File: src/rtl/wb_ram_slave_if.sv
// ----------------------------------------------------------------------------
// wb_ram_slave_if
// Wishbone B4 registered-feedback bus bundle between one master and the
// wb_ram_slave memory.
//   CYC_I, STB_I, WE_I : cycle, strobe, write enable      (master -> slave)
//   ADR_I              : byte address                      (master -> slave)
//   DAT_I, SEL_I       : write data and byte lane enables  (master -> slave)
//   CTI_I, BTE_I       : cycle type and burst type         (master -> slave)
//   DAT_O              : read data                         (slave -> master)
//   ACK_O, ERR_O, RTY_O: cycle terminations                (slave -> master)
// ----------------------------------------------------------------------------
interface wb_ram_slave_if #(
  parameter int unsigned WB_ADDR_W = 32,
  parameter int unsigned WB_DATA_W = 32
);
  logic                   CYC_I;
  logic                   STB_I;
  logic                   WE_I;
  logic [WB_ADDR_W-1:0]   ADR_I;
  logic [WB_DATA_W-1:0]   DAT_I;
  logic [WB_DATA_W/8-1:0] SEL_I;
  logic [2:0]             CTI_I;
  logic [1:0]             BTE_I;
  logic [WB_DATA_W-1:0]   DAT_O;
  logic                   ACK_O;
  logic                   ERR_O;
  logic                   RTY_O;

  modport slave (
    input  CYC_I, STB_I, WE_I, ADR_I, DAT_I, SEL_I, CTI_I, BTE_I,
    output DAT_O, ACK_O, ERR_O, RTY_O
  );

  modport master (
    output CYC_I, STB_I, WE_I, ADR_I, DAT_I, SEL_I, CTI_I, BTE_I,
    input  DAT_O, ACK_O, ERR_O, RTY_O
  );
endinterface

File: src/rtl/wb_ram_slave.sv
// ----------------------------------------------------------------------------
// wb_ram_slave
// Wishbone slave backed by a DEPTH x WB_DATA_W RAM. Classic cycles are
// terminated after WAIT_STATES extra cycles; incrementing bursts (linear or
// wrap-4/8/16) then run with one ACK per cycle. Addresses outside the window
// [BASE_ADDR, BASE_ADDR + DEPTH*WB_DATA_W/8) get ERR_O and never touch memory.
// Ports:
//   RST_I : asynchronous active-low reset
//   CLK_I : clock, rising edge
//   wb    : Wishbone slave bundle (see wb_ram_slave_if); the interface
//           parameters must match WB_ADDR_W / WB_DATA_W here
// ----------------------------------------------------------------------------
module wb_ram_slave #(
  parameter int unsigned          WB_ADDR_W   = 32,
  parameter int unsigned          WB_DATA_W   = 32,
  parameter int unsigned          DEPTH       = 16,
  parameter int unsigned          WAIT_STATES = 0,
  parameter logic [WB_ADDR_W-1:0] BASE_ADDR   = '0
) (
  input  logic          RST_I,
  input  logic          CLK_I,
  wb_ram_slave_if.slave wb
);

  localparam int unsigned          N_LANES   = WB_DATA_W / 8;
  localparam int unsigned          IDX_W     = $clog2(DEPTH);
  localparam int unsigned          BYTE_SH   = $clog2(N_LANES);
  localparam logic [WB_ADDR_W-1:0] SPAN      = WB_ADDR_W'(DEPTH * N_LANES);
  // Only meaningful when WAIT_STATES > 0; WAIT is never entered otherwise.
  localparam logic [3:0]           WAIT_LAST = 4'(WAIT_STATES - 1);

  localparam logic [1:0] S_IDLE  = 2'd0;
  localparam logic [1:0] S_WAIT  = 2'd1;
  localparam logic [1:0] S_ACK   = 2'd2;
  localparam logic [1:0] S_BURST = 2'd3;

  logic [WB_DATA_W-1:0] r_mem [DEPTH];
  logic [1:0]           r_state;
  logic [3:0]           r_wait_cnt;
  logic [IDX_W-1:0]     r_idx;
  logic                 r_in_range;

  logic                 w_req;
  logic [WB_ADDR_W-1:0] w_offset;
  logic                 w_hit;
  logic                 w_ack;
  logic                 w_err;
  logic                 w_wr;
  logic                 w_more;
  logic [IDX_W-1:0]     w_mask;
  logic [IDX_W-1:0]     w_idx_inc;
  logic [IDX_W-1:0]     w_idx_next;

  assign w_req    = wb.CYC_I & wb.STB_I;
  assign w_offset = wb.ADR_I - BASE_ADDR;
  // Below-base addresses wrap to a huge offset, but the explicit >= check
  // keeps the decision independent of where the window sits.
  assign w_hit    = (wb.ADR_I >= BASE_ADDR) && (w_offset < SPAN);
  assign w_more   = (wb.CTI_I == 3'b010);

  // Terminations are qualified by the live CYC_I&STB_I so that a master
  // wait or an abort never produces an ACK/ERR, and ACK/ERR are exclusive.
  assign w_ack = w_req & ((r_state == S_BURST) | ((r_state == S_ACK) & r_in_range));
  assign w_err = w_req & (r_state == S_ACK) & ~r_in_range;
  assign w_wr  = w_ack & wb.WE_I;

  // Wrap bursts only advance the low index bits selected by the mask.
  always_comb begin
    w_mask = '1;
    case (wb.BTE_I)
      2'b01:   w_mask = IDX_W'(4'h3);
      2'b10:   w_mask = IDX_W'(4'h7);
      2'b11:   w_mask = IDX_W'(4'hF);
      default: w_mask = '1;
    endcase
  end

  assign w_idx_inc  = r_idx + IDX_W'(1);
  assign w_idx_next = (r_idx & ~w_mask) | (w_idx_inc & w_mask);

  always_ff @(posedge CLK_I or negedge RST_I) begin
    if (!RST_I) begin
      r_state    <= S_IDLE;
      r_wait_cnt <= '0;
      r_idx      <= '0;
      r_in_range <= 1'b0;
    end else begin
      case (r_state)
        S_IDLE: begin
          if (w_req) begin
            r_idx      <= IDX_W'(w_offset >> BYTE_SH);
            r_in_range <= w_hit;
            r_wait_cnt <= '0;
            r_state    <= (WAIT_STATES > 0) ? S_WAIT : S_ACK;
          end
        end
        S_WAIT: begin
          if (!w_req) begin
            r_state <= S_IDLE;
          end else if (r_wait_cnt == WAIT_LAST) begin
            r_state <= S_ACK;
          end else begin
            r_wait_cnt <= r_wait_cnt + 4'd1;
          end
        end
        S_ACK: begin
          // STB_I low with CYC_I high simply holds the ACK state.
          if (!wb.CYC_I) begin
            r_state <= S_IDLE;
          end else if (w_ack) begin
            if (w_more) begin
              r_idx   <= w_idx_next;
              r_state <= S_BURST;
            end else begin
              r_state <= S_IDLE;
            end
          end else if (w_err) begin
            r_state <= S_IDLE;
          end
        end
        S_BURST: begin
          if (!wb.CYC_I) begin
            r_state <= S_IDLE;
          end else if (w_ack) begin
            r_idx <= w_idx_next;
            if (!w_more) begin
              r_state <= S_IDLE;
            end
          end
        end
        default: r_state <= S_IDLE;
      endcase
    end
  end

  // RAM contents are deliberately not reset.
  always_ff @(posedge CLK_I) begin
    if (w_wr) begin
      for (int i = 0; i < int'(N_LANES); i++) begin
        if (wb.SEL_I[i]) begin
          r_mem[r_idx][i*8 +: 8] <= wb.DAT_I[i*8 +: 8];
        end
      end
    end
  end

  assign wb.DAT_O = (w_ack & ~wb.WE_I) ? r_mem[r_idx] : '0;
  assign wb.ACK_O = w_ack;
  assign wb.ERR_O = w_err;
  assign wb.RTY_O = 1'b0;

endmodule

File: src/flat_wrapper.sv
// flat-port wrapper written by rule: the top's interface ports become plain ports
module wb_ram_slave_flat 
#(
  parameter int unsigned          WB_ADDR_W   = 32,
  parameter int unsigned          WB_DATA_W   = 32,
  parameter int unsigned          DEPTH       = 16,
  parameter int unsigned          WAIT_STATES = 0,
  parameter logic [WB_ADDR_W-1:0] BASE_ADDR   = '0
)
  (RST_I, CLK_I, wb_CYC_I, wb_STB_I, wb_WE_I, wb_ADR_I, wb_DAT_I, wb_SEL_I, wb_CTI_I, wb_BTE_I, wb_DAT_O, wb_ACK_O, wb_ERR_O, wb_RTY_O);
  wb_ram_slave_if #(.WB_ADDR_W(WB_ADDR_W), .WB_DATA_W(WB_DATA_W)) wb_i ();
  input  logic RST_I;
  input  logic CLK_I;
  input wire logic [$bits(wb_i.CYC_I)-1:0] wb_CYC_I;
  input wire logic [$bits(wb_i.STB_I)-1:0] wb_STB_I;
  input wire logic [$bits(wb_i.WE_I)-1:0] wb_WE_I;
  input wire logic [$bits(wb_i.ADR_I)-1:0] wb_ADR_I;
  input wire logic [$bits(wb_i.DAT_I)-1:0] wb_DAT_I;
  input wire logic [$bits(wb_i.SEL_I)-1:0] wb_SEL_I;
  input wire logic [$bits(wb_i.CTI_I)-1:0] wb_CTI_I;
  input wire logic [$bits(wb_i.BTE_I)-1:0] wb_BTE_I;
  output wire logic [$bits(wb_i.DAT_O)-1:0] wb_DAT_O;
  output wire logic [$bits(wb_i.ACK_O)-1:0] wb_ACK_O;
  output wire logic [$bits(wb_i.ERR_O)-1:0] wb_ERR_O;
  output wire logic [$bits(wb_i.RTY_O)-1:0] wb_RTY_O;
  assign wb_i.CYC_I = wb_CYC_I;
  assign wb_i.STB_I = wb_STB_I;
  assign wb_i.WE_I = wb_WE_I;
  assign wb_i.ADR_I = wb_ADR_I;
  assign wb_i.DAT_I = wb_DAT_I;
  assign wb_i.SEL_I = wb_SEL_I;
  assign wb_i.CTI_I = wb_CTI_I;
  assign wb_i.BTE_I = wb_BTE_I;
  assign wb_DAT_O = wb_i.DAT_O;
  assign wb_ACK_O = wb_i.ACK_O;
  assign wb_ERR_O = wb_i.ERR_O;
  assign wb_RTY_O = wb_i.RTY_O;
  wb_ram_slave #(.WB_ADDR_W(WB_ADDR_W), .WB_DATA_W(WB_DATA_W), .DEPTH(DEPTH), .WAIT_STATES(WAIT_STATES), .BASE_ADDR(BASE_ADDR)) u_core (.RST_I(RST_I), .CLK_I(CLK_I), .wb(wb_i));
endmodule
File: config.mk
export PLATFORM = sky130hd
export DESIGN_NAME = wb_ram_slave_flat
export DESIGN_NICKNAME = d
export VERILOG_FILES = /design/src/rtl/wb_ram_slave_if.sv /design/src/rtl/wb_ram_slave.sv /design/src/flat_wrapper.sv
export SDC_FILE = /design/constraint.sdc
export NUM_CORES = 1
export LEC_CHECK = 0
export BUFFER_PORTS_ARGS = -buffer_cell sky130_fd_sc_hd__buf_2
export CORE_MARGIN = 1.5
export CORE_UTILIZATION = 55
export DETAILED_ROUTE_END_ITERATION = 6
export GPL_ROUTABILITY_DRIVEN = 0
export PLACE_DENSITY = 0.77
export RECOVER_POWER = 50
export SYNTH_ARGS = -nofsm -noshare
export SYNTH_HDL_FRONTEND = slang
export SYNTH_SLANG_ARGS = --single-unit
File: constraint.sdc
create_clock -name CLK_I -period 2.6 [get_ports CLK_I]
set_clock_uncertainty 0.15 [all_clocks]
set_input_delay 0.52 -clock CLK_I [delete_from_list [all_inputs] [get_ports CLK_I]]
set_output_delay 0.52 -clock CLK_I [all_outputs]
set_load 0.05 [all_outputs]
# Yosys cells after proc, flatten, opt, wreduce, memory -nomap -nowiden
# Memory sizes are Yosys's and may differ from the RTL's.
# Cells that the tools add are included.
# op_classes
addsub,2
order_cmp,2
n_eq_ne,19
muxes,36
n_bitwise,14
n_reduce_logical,8
# ops
op,n
4-bit 2-to-1 mux,9
32-bit by 1-bit greater-or-equal comparator with 1-bit output (second input constant),1
32-bit by 7-bit less-than comparator with 1-bit output (second input constant),1
32-bit 2-to-1 mux,1
2-bit 2-to-1 mux,10
4-bit case mux with 2 select lines,2
1-bit 2-to-1 mux,12
4-bit case mux with 3 select lines,1
2-bit by 1-bit != test with 1-bit output (second input constant),5
4-bit by 1-bit adder with 4-bit output (second input constant),2
4-bit bitwise AND,2
2-bit case mux with 4 select lines,1
1-bit bitwise AND,7
7-bit AND reduction,1
2-bit equality test (second input constant),3
2-bit != test (second input constant),3
3-bit != test (second input constant),2
5-bit AND reduction,1
2-bit by 1-bit equality test with 1-bit output (second input constant),2
4-bit equality test (second input constant),1
4-bit by 3-bit != test with 1-bit output (second input constant),1
4-bit inverter,1
4-bit bitwise OR,1
4-bit AND reduction,1
other kinds (9),10
# word_totals
ff_bits,11
ram_bits,512
out_inout_bits,35
wordCells,86
mem_count,1
# mem_list
memory,depth,word_bits,rd,rd_ports_with_merged_regs,wr,line,source
u_core.r_mem,16,32,1,0,1,wb_ram_slave.sv:37,logic [WB_DATA_W-1:0] r_mem [DEPTH];

# Depth between registers and ports, before layout
# logic_depth
ltp_word,9
ltp_mapped,8
depth_no_buf,6

# Least setup slack after synthesis
# OpenSTA, ideal clock, no wires.
# synth_path
kind,input-to-output
startpoint,in wb_STB_I
endpoint,out wb_DAT_O[12]
arrival_ps,2686
t_required_ps,1930
setup_slack_ps,-756
cell_stages,7
path_buffers,4
cell_sequence,buf_4 > nand3_2 > or3_1 > buf_2 > buf_6 > buf_2 > a211oi_1
# synth_via
elab_chain_len,4
# synth_lines
item,line,source
start: declaration,flat_wrapper.sv:15,input wire logic [$bits(wb_i.STB_I)-1:0] wb_STB_I;
1-bit bitwise AND,wb_ram_slave.sv:54,assign w_req = wb.CYC_I & wb.STB_I;
1-bit bitwise AND,wb_ram_slave.sv:63,assign w_ack = w_req & ((r_state == S_BURST) | ((r_state == S_ACK) & r_in_range));
1-bit bitwise AND,wb_ram_slave.sv:147,assign wb.DAT_O = (w_ack & ~wb.WE_I) ? r_mem[r_idx] : '0;
32-bit 2-to-1 mux,wb_ram_slave.sv:147,
end: declaration,flat_wrapper.sv:22,output wire logic [$bits(wb_i.DAT_O)-1:0] wb_DAT_O;
# Every way passes these cells.

# Worst setup path after layout
# layout_path
startpoint,reg u_core.r_idx[0]
endpoint,out wb_DAT_O[12]
# layout_via
elab_chain_len,2
# layout_lines
item,line,source
start: declaration,wb_ram_slave.sv:40,logic [IDX_W-1:0] r_idx;
start signal: assignment,wb_ram_slave.sv:91,r_idx <= IDX_W'(w_offset >> BYTE_SH);
start signal: assignment,wb_ram_slave.sv:112,r_idx <= w_idx_next;
start signal: assignment,wb_ram_slave.sv:125,r_idx <= w_idx_next;
memory read 16 x 32 bit,n/a,
32-bit 2-to-1 mux,wb_ram_slave.sv:147,
# Every way passes these cells.

==> results.py <==
metrics = {
    "run_status": {
        "outcome": "finished, violations left",
        "failed_checks": "setup timing",
    },
    "clock_network": {
        "clk_pin_slew_ps": 60,
        "cts_tree": "done",
        "cts_num_sinks": 523,
        "clockBufferDepth": 3,
        "cts_buffers": 50,
        "htreeDepth": 2,
        "clock_tree.root_cell": "clkbuf_16",
        "clk_latency_ps": 570,
    },
    "synthesis": {
        "ys.flop_type": "edfxtp_1",
        "synth_nets": 1125,
        "syn_inst": 1041,
        "avgSynthCellArea_um2": 19.9,
        "yosysWarnings": 0,
        "synth_seq_cells": 523,
        "syn_area_um2": 20700,
        "yosysSeqAreaShare_pct": 75.4,
        "synth_edf_count": 512,
        "synth_async_sr_flop_share_pct": 2.10,
        "yosysUniqueCellTypes": 46,
    },
    "power": {
        "powerDensity_nw_per_um2": 790,
        "worst_ir_drop_vdd_mv": 0.481,
        "p_leak_nw": 8.64,
    },
    "floorplan": {
        "start_util_pct": 56.3,
        "io_pins": 113,
        "die_w_um": 197,
        "core_area_um2": 36900,
        "fp.dieH_um": 197,
        "rows": 70,
        "die-area_um2": 38900,
    },
    "setup_path": {
        "r2r-end": "u_core.r_mem[15][14]",
        "crit_arrival_ps": 2610,
        "path_class": "reg -> out",
        "cp-end-kind": "output pin",
        "crit_required_ps": 1930,
        "r2r_cells": 8,
        "critical_path.startpoint_type": "flip-flop",
        "cp_max_fo": 6,
        "timing.rr.start": "u_core.r_idx[0]",
        "ff2ff_setup_slack_ps": 120,
    },
    "timing": {
        "fin_crit_sh_pct": 126,
        "tightest_slew_ps": 762,
        "max_freq_mhz": 304,
        "timing.final.crit_period_ps": 3280,
        "finalSetupTns_ps": -18990,
        "rsz0062_at_grt": "true",
        "relSlewSlack_pct": 49.2,
        "drv_slew": 0,
        "setup_violations": 32,
        "setup_slack_ps": -684,
        "hold_violations": 0,
    },
    "grt": {
        "grt_overflow": 0,
        "grt_max_degree": 28,
        "grt_pass1_vias": 11700,
        "grt_pass1_wl_um": 71700,
        "antenna_found_initial": 2,
        "grt.total_usage_pct": 25.5,
    },
    "detailed_routing": {
        "dr.pass1.iters": 5,
        "vias_per_cell": 6.17,
        "vias": 11500,
        "wl_per_cell_um": 26.6,
        "wirelength_um": 49800,
        "dr.first_iter.drc_count": 1239,
        "ant_nets": 0,
        "drc": 0,
    },
    "place": {
        "port_buffers": 109,
        "dp.cells": 1768,
        "dpl.hpwl_um": 30100,
    },
    "worst_hold_path": {
        "holdPathEnd": "u_core.r_in_range",
        "hold_path_depth": 4,
        "holdCritPathClass": "in -> reg",
        "hp-start": "wb_ADR_I[12]",
    },
    "final_layout": {
        "num_antenna_cells": 0,
        "stdcell_count": 1870,
        "drive_above_1_share_pct": 39.6,
        "syn2layout_area_growth_pct": 24.9,
        "nets": 1411,
    },
    "job": {
        "maxCapViolCount": 0,
    },
}
-- routing by layer --
layer | share of wire [%] | wire length, um | track usage, % | vias up
li1 | - | - | - | 4844
met1 | 38 | 19000 | 34.6 | 5923
met2 | 49 | 24500 | 41.8 | 645
met3 | 9.5 | 4710 | 5.04 | 115
met4 | 3.1 | 1560 | 9.19 | 4
met5 | 0.046 | 23 | 0 | -
-- worst max path at each step --
| stage | end | from | slack (ps) |
|---|---|---|---|
| after floorplan | wb_DAT_O[26] | wb_STB_I | -130 |
| after global routing | wb_DAT_O[20] | u_core.r_idx[0] | -720 |
| final | wb_DAT_O[12] | u_core.r_idx[0] | -680 |
| after CTS | wb_DAT_O[31] | u_core.r_idx[0] | -690 |
| after global placement | wb_DAT_O[15] | wb_STB_I | -340 |
| after detailed placement | wb_DAT_O[15] | wb_STB_I | -350 |
-- critical path: stages, from the launching register on --
cell	delay, ps
dfrtp_4	490
buf_12	160
buf_12	140
buf_16	140
buf_6	110
mux4_2	420
a211oi_2	200
buf_4	160
a211oi_4	30
buf_6	180
-- cells by family (layout without fill, tap and decap cells) --
family,count (synthesis),in the layout,synth area share [%]
multiplexers,162,162,14.6
adder cells (fa/ha/maj),6,6,0.362
AO/OA/AOI/OAI,91,91,3.27
other,1,1,0.0181
flip-flops,523,523,75.4
buffers and inverters,66,391,1.77
AND/OR/NAND/NOR,192,192,4.58
-- state kept, by name, summed over array words and instances, names as in the netlist, named ones only --
register	flops
u_core.r_wait_cnt	4
u_core.r_in_range	1
u_core.r_idx	2
u_core.r_mem	512
u_core.r_state	2
-- report_power, final --
group	internal, mW	total, mW	switching [mW]
combinational	1.78	3.65	1.88
sequential	9.27	9.31	0.0358
clock	4.50	7.53	3.02
total	15.5	20.5	4.94
-- what timing repair did --
item / CTS / global route
pin swaps: 17 / 24
gates cloned: 3 / 3
hold buffers: 1 / 0
endpoints found under the hold margin: 11 / 0
gates resized for setup: 117 / 53
setup buffers: 4 / 3
endpoints found under the setup margin: 32 / 32
-- per-stage QoR --
step | utilization (%) | setup slack (ps) | hold slack (ps) | power (mW) | cell area, um2
final | 70.3 | -684 | 72.4 | 20.5 | 25900
after global routing | 70.3 | -719 | 107 | 21.1 | 25900
after CTS | 69.5 | -694 | 58.7 | 20.3 | 25600
after detailed placement | 63.4 | -355 | 272 | 12.5 | 23400
after global placement | 63.4 | -337 | 264 | 12.5 | 23400
after floorplan | - | -126 | 74.4 | 11.3 | 21100
-- cell usage in the layout, fill, tap and decap left out, types with 5 or more instances in the layout --
cell type,netlist,routed
buf_12,0,17
mux2i_1,49,45
ha_1,6,6
o22ai_2,0,12
a21oi_1,7,7
nor2_1,95,85
buf_2,18,44
o21ai_0,6,6
a211oi_4,0,13
clkinv_2,0,9
nor2b_1,9,5
nand2_1,26,25
buf_16,0,6
buf_6,8,42
nor3_4,0,16
edfxtp_1,512,512
bufinv_16,0,9
clkbuf_1,21,40
nor4_1,7,7
a221o_1,16,16
nand3_1,9,9
nor2_4,0,6
a211oi_2,0,19
buf_8,0,5
mux4_2,112,112
dfrtp_1,11,7
buf_4,10,144
clkbuf_16,0,54
clkinv_1,0,10
-- synth_stat cells, drive strengths merged (9+ instances only) --
cell type / number / area [um2]
a211oi: 32 / 240
and2: 10 / 62.6
nand2: 26 / 97.6
o22ai: 18 / 113
dfrtp: 11 / 275
nor3: 19 / 160
clkbuf: 21 / 78.8
nand3: 10 / 55.1
edfxtp: 512 / 15400
nor2b: 9 / 56.3
nor2: 95 / 357
mux2i: 49 / 490
mux4: 112 / 2520
a221o: 16 / 160
buf: 40 / 270
-- final cells by class --
class	count	area, um2
sequential	523	15700
fill	2108	11000
multi-input combinational	452	5340
timing repair buffer	295	2560
clock buffer	59	1320
tap	504	631
clock inverter	32	385
inverter	5	18.8
Note: power is estimated with default switching activity, not from simulation.
